`config.mk`:
```
export PLATFORM = sky130hd
export DESIGN_NAME = vec_line_fifo
export DESIGN_NICKNAME = d
export VERILOG_FILES = /design/src/rtl/vec_pkg.sv /design/src/rtl/vec_line_fifo_mem.sv /design/src/rtl/vec_line_fifo.sv
export SDC_FILE = /design/constraint.sdc
export NUM_CORES = 1
export LEC_CHECK = 0
export BUFFER_PORTS_ARGS = -buffer_cell sky130_fd_sc_hd__buf_2
export CELL_PAD_IN_SITES_DETAIL_PLACEMENT = 1
export CELL_PAD_IN_SITES_GLOBAL_PLACEMENT = 2
export CORE_UTILIZATION = 53
export DETAILED_ROUTE_END_ITERATION = 8
export PLACE_DENSITY_LB_ADDON = 0.1
export SYNTH_ARGS = -nofsm -noshare
export SYNTH_HDL_FRONTEND = slang
export SYNTH_SLANG_ARGS = --single-unit
export TNS_END_PERCENT = 5
```
`constraint.sdc`:
```
create_clock -name clk -period 15.1 [get_ports clk]
set_input_delay 0.755 -clock clk [delete_from_list [all_inputs] [get_ports clk]]
set_output_delay 0.755 -clock clk [all_outputs]
set_load 0.02 [all_outputs]
```
`src/rtl/vec_pkg.sv`:
```
// Shared line-segment types for the vector core, the line FIFO and the rasteriser.
package vec_pkg;

  localparam int VEC_COORD_W = 13;
  localparam int VEC_INT_W   = 4;

  typedef struct packed {
    logic [VEC_COORD_W-1:0] start_x;
    logic [VEC_COORD_W-1:0] end_x;
    logic [VEC_COORD_W-1:0] start_y;
    logic [VEC_COORD_W-1:0] end_y;
    logic [VEC_INT_W-1:0]   intensity;
  } line_t;

endpackage

```
`src/rtl/vec_line_fifo_mem.sv`:
```
// Line FIFO storage: one synchronous write port, one asynchronous read port, no reset.
module vec_line_fifo_mem
  import vec_pkg::*;
#(
  parameter int DEPTH = 16,
  parameter int W     = 4 * VEC_COORD_W + VEC_INT_W,
  localparam int AW   = $clog2(DEPTH)
) (
  input  logic          clk,
  input  logic          wen,
  input  logic [AW-1:0] waddr,
  input  logic [W-1:0]  wdata,
  input  logic [AW-1:0] raddr,
  output logic [W-1:0]  rdata
);

  logic [W-1:0] mem [DEPTH];

  always_ff @(posedge clk) begin
    if (wen) mem[waddr] <= wdata;
  end

  assign rdata = mem[raddr];

endmodule

```
`src/rtl/vec_line_fifo.sv`:
```
// First-word fall-through FIFO of line segments with flush, almost-full and sticky error flags.
// Optional macro VEC_LINE_FIFO_WR_EDGE_EN: write only on the rising edge of wr.
module vec_line_fifo
  import vec_pkg::*;
#(
  parameter int DEPTH    = 16,
  parameter int COORD_W  = VEC_COORD_W,
  parameter int INT_W    = VEC_INT_W,
  parameter int AF_LEVEL = DEPTH - 2,
  localparam int AW      = $clog2(DEPTH),
  localparam int CW      = $clog2(DEPTH) + 1
) (
  input  logic               clk,
  input  logic               rst,
  input  logic               flush,
  input  logic               wr,
  input  logic [COORD_W-1:0] d_start_x,
  input  logic [COORD_W-1:0] d_end_x,
  input  logic [COORD_W-1:0] d_start_y,
  input  logic [COORD_W-1:0] d_end_y,
  input  logic [INT_W-1:0]   d_intensity,
  input  logic               rd,
  output logic [COORD_W-1:0] q_start_x,
  output logic [COORD_W-1:0] q_end_x,
  output logic [COORD_W-1:0] q_start_y,
  output logic [COORD_W-1:0] q_end_y,
  output logic [INT_W-1:0]   q_intensity,
  output logic               empty,
  output logic               full,
  output logic               almost_full,
  output logic [CW-1:0]      count,
  output logic               overflow,
  output logic               underflow
);

  localparam int EW = 4 * COORD_W + INT_W;
  localparam logic [CW-1:0] C_DEPTH = CW'(DEPTH);
  localparam logic [CW-1:0] C_AF    = CW'(AF_LEVEL);

  logic [AW-1:0] wp, rp;
  logic          we, re, wa;
  logic [EW-1:0] wdata, rdata;

`ifdef VEC_LINE_FIFO_WR_EDGE_EN
  // The core holds its strobe for several clocks; only the first high cycle counts.
  logic wr_q;
  always_ff @(posedge clk) begin
    if (rst || flush) wr_q <= 1'b0;
    else              wr_q <= wr;
  end
  assign we = wr && !wr_q;
`else
  assign we = wr;
`endif

  assign empty       = (count == '0);
  assign full        = (count == C_DEPTH);
  assign almost_full = (count >= C_AF);

  assign re = rd && !empty;
  // When full, a simultaneous pop frees the slot the write lands in.
  assign wa = we && (!full || re) && !flush;

  always_ff @(posedge clk) begin
    if (rst) begin
      wp        <= '0;
      rp        <= '0;
      count     <= '0;
      overflow  <= 1'b0;
      underflow <= 1'b0;
    end else if (flush) begin
      wp    <= '0;
      rp    <= '0;
      count <= '0;
    end else begin
      if (wa) wp <= wp + AW'(1);
      if (re) rp <= rp + AW'(1);
      case ({wa, re})
        2'b10:   count <= count + CW'(1);
        2'b01:   count <= count - CW'(1);
        default: count <= count;
      endcase
      if (we && full && !rd) overflow  <= 1'b1;
      if (rd && empty)       underflow <= 1'b1;
    end
  end

  assign wdata = {d_start_x, d_end_x, d_start_y, d_end_y, d_intensity};

  vec_line_fifo_mem #(
    .DEPTH (DEPTH),
    .W     (EW)
  ) u_mem (
    .clk   (clk),
    .wen   (wa && !rst),
    .waddr (wp),
    .wdata (wdata),
    .raddr (rp),
    .rdata (rdata)
  );

  assign {q_start_x, q_end_x, q_start_y, q_end_y, q_intensity} = rdata;

endmodule
```
==> results of run 1 <==
[cells in the mapped netlist, types with 2 or more instances]
cell type and count:
mux4_2 224, dfxtp_1 19, o21ai_2 2, mux2i_1 2
xnor2_1 2, or4_1 3, nor2_1 15, buf_4 2
and2_1 9, or3_1 2, xor2_1 3, nand2_1 66
buf_1 11, nor4_1 10, a21oi_1 4, o21ai_0 2
a22oi_1 112, o211ai_1 3, nor2b_1 2, a31oi_1 2
nand2b_1 2, inv_1 5, buf_2 26, edfxtp_1 896
buf_6 2, clkbuf_1 38, nand3_1 6, ha_1 9
[report_power, final]
| group | internal [mW] | total (mW) | switching, mW |
|---|---|---|---|
| Clock | 1.31 | 2.25 | 0.935 |
| Combinational | 0.0315 | 0.0991 | 0.0676 |
| Sequential | 2.79 | 2.80 | 0.00332 |
[area by class of cell]
type / instances / share of cell area [%]
antenna: 1 / 0.00640
clock buffer: 106 / 6.07
tap: 855 / 2.73
multi-input combinational: 491 / 17.6
timing repair buffer: 160 / 2.30
sequential: 915 / 69.8
inverter: 5 / 0.0480
clock inverter: 63 / 1.51
[worst max-delay path, cell delays in order (launching register included)]
cell     delay [ns]
dfxtp_4        0.90
buf_4          0.97
buf_4          0.67
mux4_2         0.40
a22oi_1        0.22
nand2_1        0.18
buf_2          0.21
[through the flow]
stage               instance area [um^2]  util [%]  hold slack, ns  setup WS, ns  cells
detailed placement                 36200      56.2           0.461         10.69   2426
finish                             39100      60.8           0.337         10.15   2596
global placement                   36200      56.2           0.450         10.64   2426
CTS                                39100      60.8           0.306         10.01   2595
floorplan                          34400         -           0.459          7.80   1490
global route                       39100      60.8           0.334          9.86   2596
[flip-flops by register name, indices dropped and copies added (netlist names), named ones only]
register	count
count	5
overflow	1
rp	4
u_mem.mem	896
underflow	1
wp	4
[path summary, 6_finish.rpt]
kind	slack, ns	end	cells after the start
hold / removal	0.34	underflow	2
setup / recovery	10.15	q_end_y[5]	6
setup reg to reg	11.79	u_mem.mem[7][31]	5
hold reg to reg	0.47	underflow	2
[layer usage]
metal  track usage (%)  vias up
met5                 0        -
met4              6.88        8
met3              3.79      112
met2              41.8      469
met1              34.5     8884
li1                  -     6736
[cells by family (layout without fill, tap and decap cells)]
group / count (synthesis) / in the layout / share of synthesized area (%)
mux: 226 / 226 / 14.7
fa+ha+maj: 10 / 10 / 0.385
other cells: 0 / 1 / 0
compound gates: 130 / 130 / 2.83
simple gates: 120 / 120 / 1.63
xor+xnor: 5 / 5 / 0.127
flops: 915 / 915 / 79.2
buf+inv: 84 / 334 / 1.08
==> flow_summary.toml, run 1 <==
[status]
status = "complete, no violations"

[final_layout]
area_growth_pct = 13.6
drive_above_1_share_pct = 31.2
layout_common_cells = "edfxtp_1, mux4_2, buf_2"
fillers = 5253
nNetsFinal = 1735
layout_commonest_cell = "edfxtp_1"
seq_area_um2 = 27300
multi_input_area_um2 = 6870

[yosys]
syn_nets = 1561
async_flop_share_pct = 0
synthFlopType = "edfxtp_1"
ys_warn_count = 0
synth_area_leaders = "edfxtp_1, mux4_2, a22oi_1"
netlist_area_um2 = 34400
avgSynthCellArea_um2 = 23.1
synth_top_area_share_pct = 78.1
synthCells = 1490
synth.distinct_cells = 39
synth_edf_count = 896
synth_top_area_cell = "edfxtp_1"
ys_seq_area_share_pct = 79.2
synth_seq_cells = 915

[critical_path]
critPathKind = "flip-flop to output port"
worstPathRequired_ns = 14.35
crit_fanout = 74
start_kind = "flip-flop"
r2r_start = "count[1]"
crit_arrival_ns = 4.20
critPathCaptureType = "output port"

[drt]
drc = 0
wl_um = 80700
drtIter0Drc = 1547
post_drt_wl_per_cell_um = 31.1
dr.pass1.iters = 4
antenna_left = 0
vias = 16200
wl_met3_um = 4180
m1WireLength_um = 33800
top_layer = "met5"
wl_met2_um = 41000
via_per_inst = 6.24

[cts]
h-tree-depth = 3
cts.sinks = 915
hold_buffers = 0
cts_setup_buffers = 0
clk_pin_slew_ns = 0.06
cts_root_buf = "clkbuf_16"
cts_buffer_depth = 3
clkLatencyLatePin_ns = 0.64
postCtsResizedCells = 0
cts_inserted_buffers = 91
cts_tree = "yes"

[timing]
worstMarginPinSlew_ns = 1.13
rsz0062_at_grt = "false"
setup_viol = 0
hold_viol_final = 0
maxSlewViolCount = 0
fin_crit_sh_pct = 32.8
clock_skew_ns = 0.0176
max_freq_mhz = 202
tns_ns = 0
relSlewSlack_pct = 24.7
fin_crit_ns = 4.95

[power_and_ir_drop]
power.total_mw = 5.14
p_per_area_nw_per_um2 = 131
ir_drop_mv = 0.148
p_leak_nw = 12.2

[floorplanning]
die_y_um = 257
initial_core_util_pct = 53.5
die_x_um = 257
die-area_um2 = 66000
placementRows = 93
core_um2 = 64300
ios = 127

[hold_path]
hp-class = "primary input to flip-flop"
worst_hold_startpoint = "rst"

[global_routing]
overflow = 0
grt_pass1_vias = 17500
grt_max_degree = 110
grt_pass1_wl_um = 117000
antenna_found_initial = 5
grt_usage_pct = 24.9

[place]
place_hpwl_um = 39900
io_buffer_count = 126
gp_congestion = 0.703

[flow_run]
maxCapViolations = 0
Power figures use the tool's default switching activity.
==> run 2, diff against run 1 <==
--- a/config.mk
+++ b/config.mk
@@ -8,7 +8,7 @@
 export BUFFER_PORTS_ARGS = -buffer_cell sky130_fd_sc_hd__buf_2
 export CELL_PAD_IN_SITES_DETAIL_PLACEMENT = 1
 export CELL_PAD_IN_SITES_GLOBAL_PLACEMENT = 2
-export CORE_UTILIZATION = 53
+export CORE_UTILIZATION = 45
 export DETAILED_ROUTE_END_ITERATION = 8
 export PLACE_DENSITY_LB_ADDON = 0.1
 export SYNTH_ARGS = -nofsm -noshare
==> constraint.sdc (replaced) <==
create_clock -name clk -period 4.55 [get_ports clk]
set_input_delay 0.2275 -clock clk [delete_from_list [all_inputs] [get_ports clk]]
set_output_delay 0.2275 -clock clk [all_outputs]
set_load 0.02 [all_outputs]
==> flow_summary.toml, run 2 (synthesized netlist as in run 1, its figures left out) <==
[critical_path]
cpPeakStageDelay_ns = 0.75
worstPathRequired_ns = 4.32
critPathKind = "flip-flop to output port"
reg2reg_to = "u_mem.mem[1][33]"
path_cells = "buf_4 -> mux4_2 -> a22oi_1 -> nand2_1 -> buf_2"
cp_slowest_cell = "dfxtp_4"
r2r_start = "count[0]"
r2r_cells = 5
cp_num_cells = 5
r2r_slack_ns = 1.39
critPathCaptureType = "output port"
crit_arrival_ns = 3.15
crit_fanout = 29
start_kind = "flip-flop"
critPathCapture = "q_start_x[4]"
crit_family = "buffers and inverters"
worst-path-buf-inv = 2

[global_routing]
grt_max_degree = 71
grt_usage_pct = 21.0
overflow = 0
antenna_found_initial = 2
grt_pass1_vias = 17800
grt_pass1_wl_um = 118000

[timing]
fin_hold_ws_ns = 0.0232
clock_skew_ns = 0.0197
fin_crit_sh_pct = 74.3
tns_ns = 0
worstMarginPinSlew_ns = 1.12
fin_crit_ns = 3.38
setup_viol = 0
rsz0062_at_grt = "false"
maxSlewViolCount = 0
max_freq_mhz = 296
hold_viol_final = 0
relSlewSlack_pct = 25.7

[final_layout]
final_cell_area_um2 = 40300
layout_common_cells = "edfxtp_1, mux4_2, buf_2"
regMostFlops = "u_mem.mem"
largest_register_ff_count = 896
reg_top3 = "u_mem.mem (896), count (5)"
nNetsFinal = 1803
area_growth_pct = 17.0
final_core_util_pct = 53.1
layout_commonest_cell = "edfxtp_1"
drive_above_1_share_pct = 30.4
fillers = 6544

[flow_run]
maxCapViolations = 0

[floorplanning]
placementRows = 101
core_um2 = 75800
ios = 127
die_y_um = 279
die_x_um = 279
initial_core_util_pct = 45.4
die-area_um2 = 77600

[status]
status = "complete, no violations"

[cts]
cts_tree = "yes"
clk_pin_slew_ns = 0.06
cts_inserted_buffers = 95
clkLatencyLatePin_ns = 0.64
h-tree-depth = 3
cts_buffer_depth = 3
cts_root_buf = "clkbuf_16"
cts.sinks = 915
cts_setup_buffers = 0

[power_and_ir_drop]
p_leak_nw = 12.6
p_per_area_nw_per_um2 = 431
ir_drop_mv = 0.322

[drt]
antenna_left = 0
drc = 0
vias = 16100
post_drt_wl_per_cell_um = 28.8
dr.pass1.iters = 5
drtIter0Drc = 1239
via_per_inst = 5.79
wl_um = 80300

[place]
io_buffer_count = 126
place_area_um2 = 36600
gp_congestion = 0.702
place_hpwl_um = 41100

[hold_path]
hp-class = "primary input to flip-flop"
-- run 2: changes by cell type in the layout (fill, tap and decap cells not counted), sizes merged --
| cell | change |
|---|---|
| inv | +1 |
| clkinv | +1 |
| clkinvlp | -5 |
| dlygate4sd3 | +61 |
| buf | +3 |
| bufinv | -1 |
| clkbuf | +6 |
-- run 2: layer usage --
metal  wire [um]  vias to the layer above  track usage (%)
met1       34500                     8801             29.0
met2       41000                      362             35.6
li1            -                     6865                -
met4        1380                        2             5.49
met5           8                        -                0
met3        3400                       92             2.85
-- run 2: worst min-delay path: cells and delay by family --
family / cells / cell delay (ns)
AO/OA/AOI/OAI: 1 / 0.06
AND/OR/NAND/NOR: 2 / 0.24
buffers and inverters: 1 / 0.09
-- run 2: worst min-delay path by stage --
stage,from,end,cells after the start
2_1_floorplan,rst,overflow,1
3_3_place_gp,rst,overflow,2
3_5_place_dp,rst,underflow,2
4_1_cts,flush,count[4],4
5_1_grt,d_end_x[2],u_mem.mem[9][32],1
6_report,flush,count[4],4
-- run 2: power breakdown --
part	switching, mW	internal (mW)	leakage [nW]
Combinational	0.247	0.143	2.91
Clock	3.18	4.52	1.52
Sequential	0.0101	9.27	8.22
Total	3.44	13.9	12.6
-- run 2: cell type report --
| class | count | area [um^2] | area share, % |
|---|---|---|---|
| Clock inverter | 59 | 544 | 1.35 |
| Tap cell | 978 | 1220 | 3.04 |
| Inverter | 5 | 18.8 | 0.0466 |
| Timing Repair Buffer | 224 | 1740 | 4.33 |
| Clock buffer | 112 | 2530 | 6.27 |
| Antenna cell | 1 | 2.50 | 0.00621 |
| Sequential cell | 915 | 27300 | 67.7 |
| Multi-Input combinational cell | 491 | 6940 | 17.2 |
-- run 2: per-stage QoR --
step | cells | worst slack, ns | power [mW]
floorplan | 1490 | -0.184 | 9.61
detailed placement | 2552 | 1.36 | 9.81
global route | 2785 | 0.968 | 17.8
finish | 2785 | 1.17 | 17.4
global placement | 2552 | 1.46 | 9.80
CTS | 2784 | 1.05 | 17.5
-- run 2: what timing repair did --
item / 4_1_cts / 5_1_grt
hold buffers: 61 / 0
gates resized for setup: 0 / 0
endpoints found under the hold margin: 885 / 0
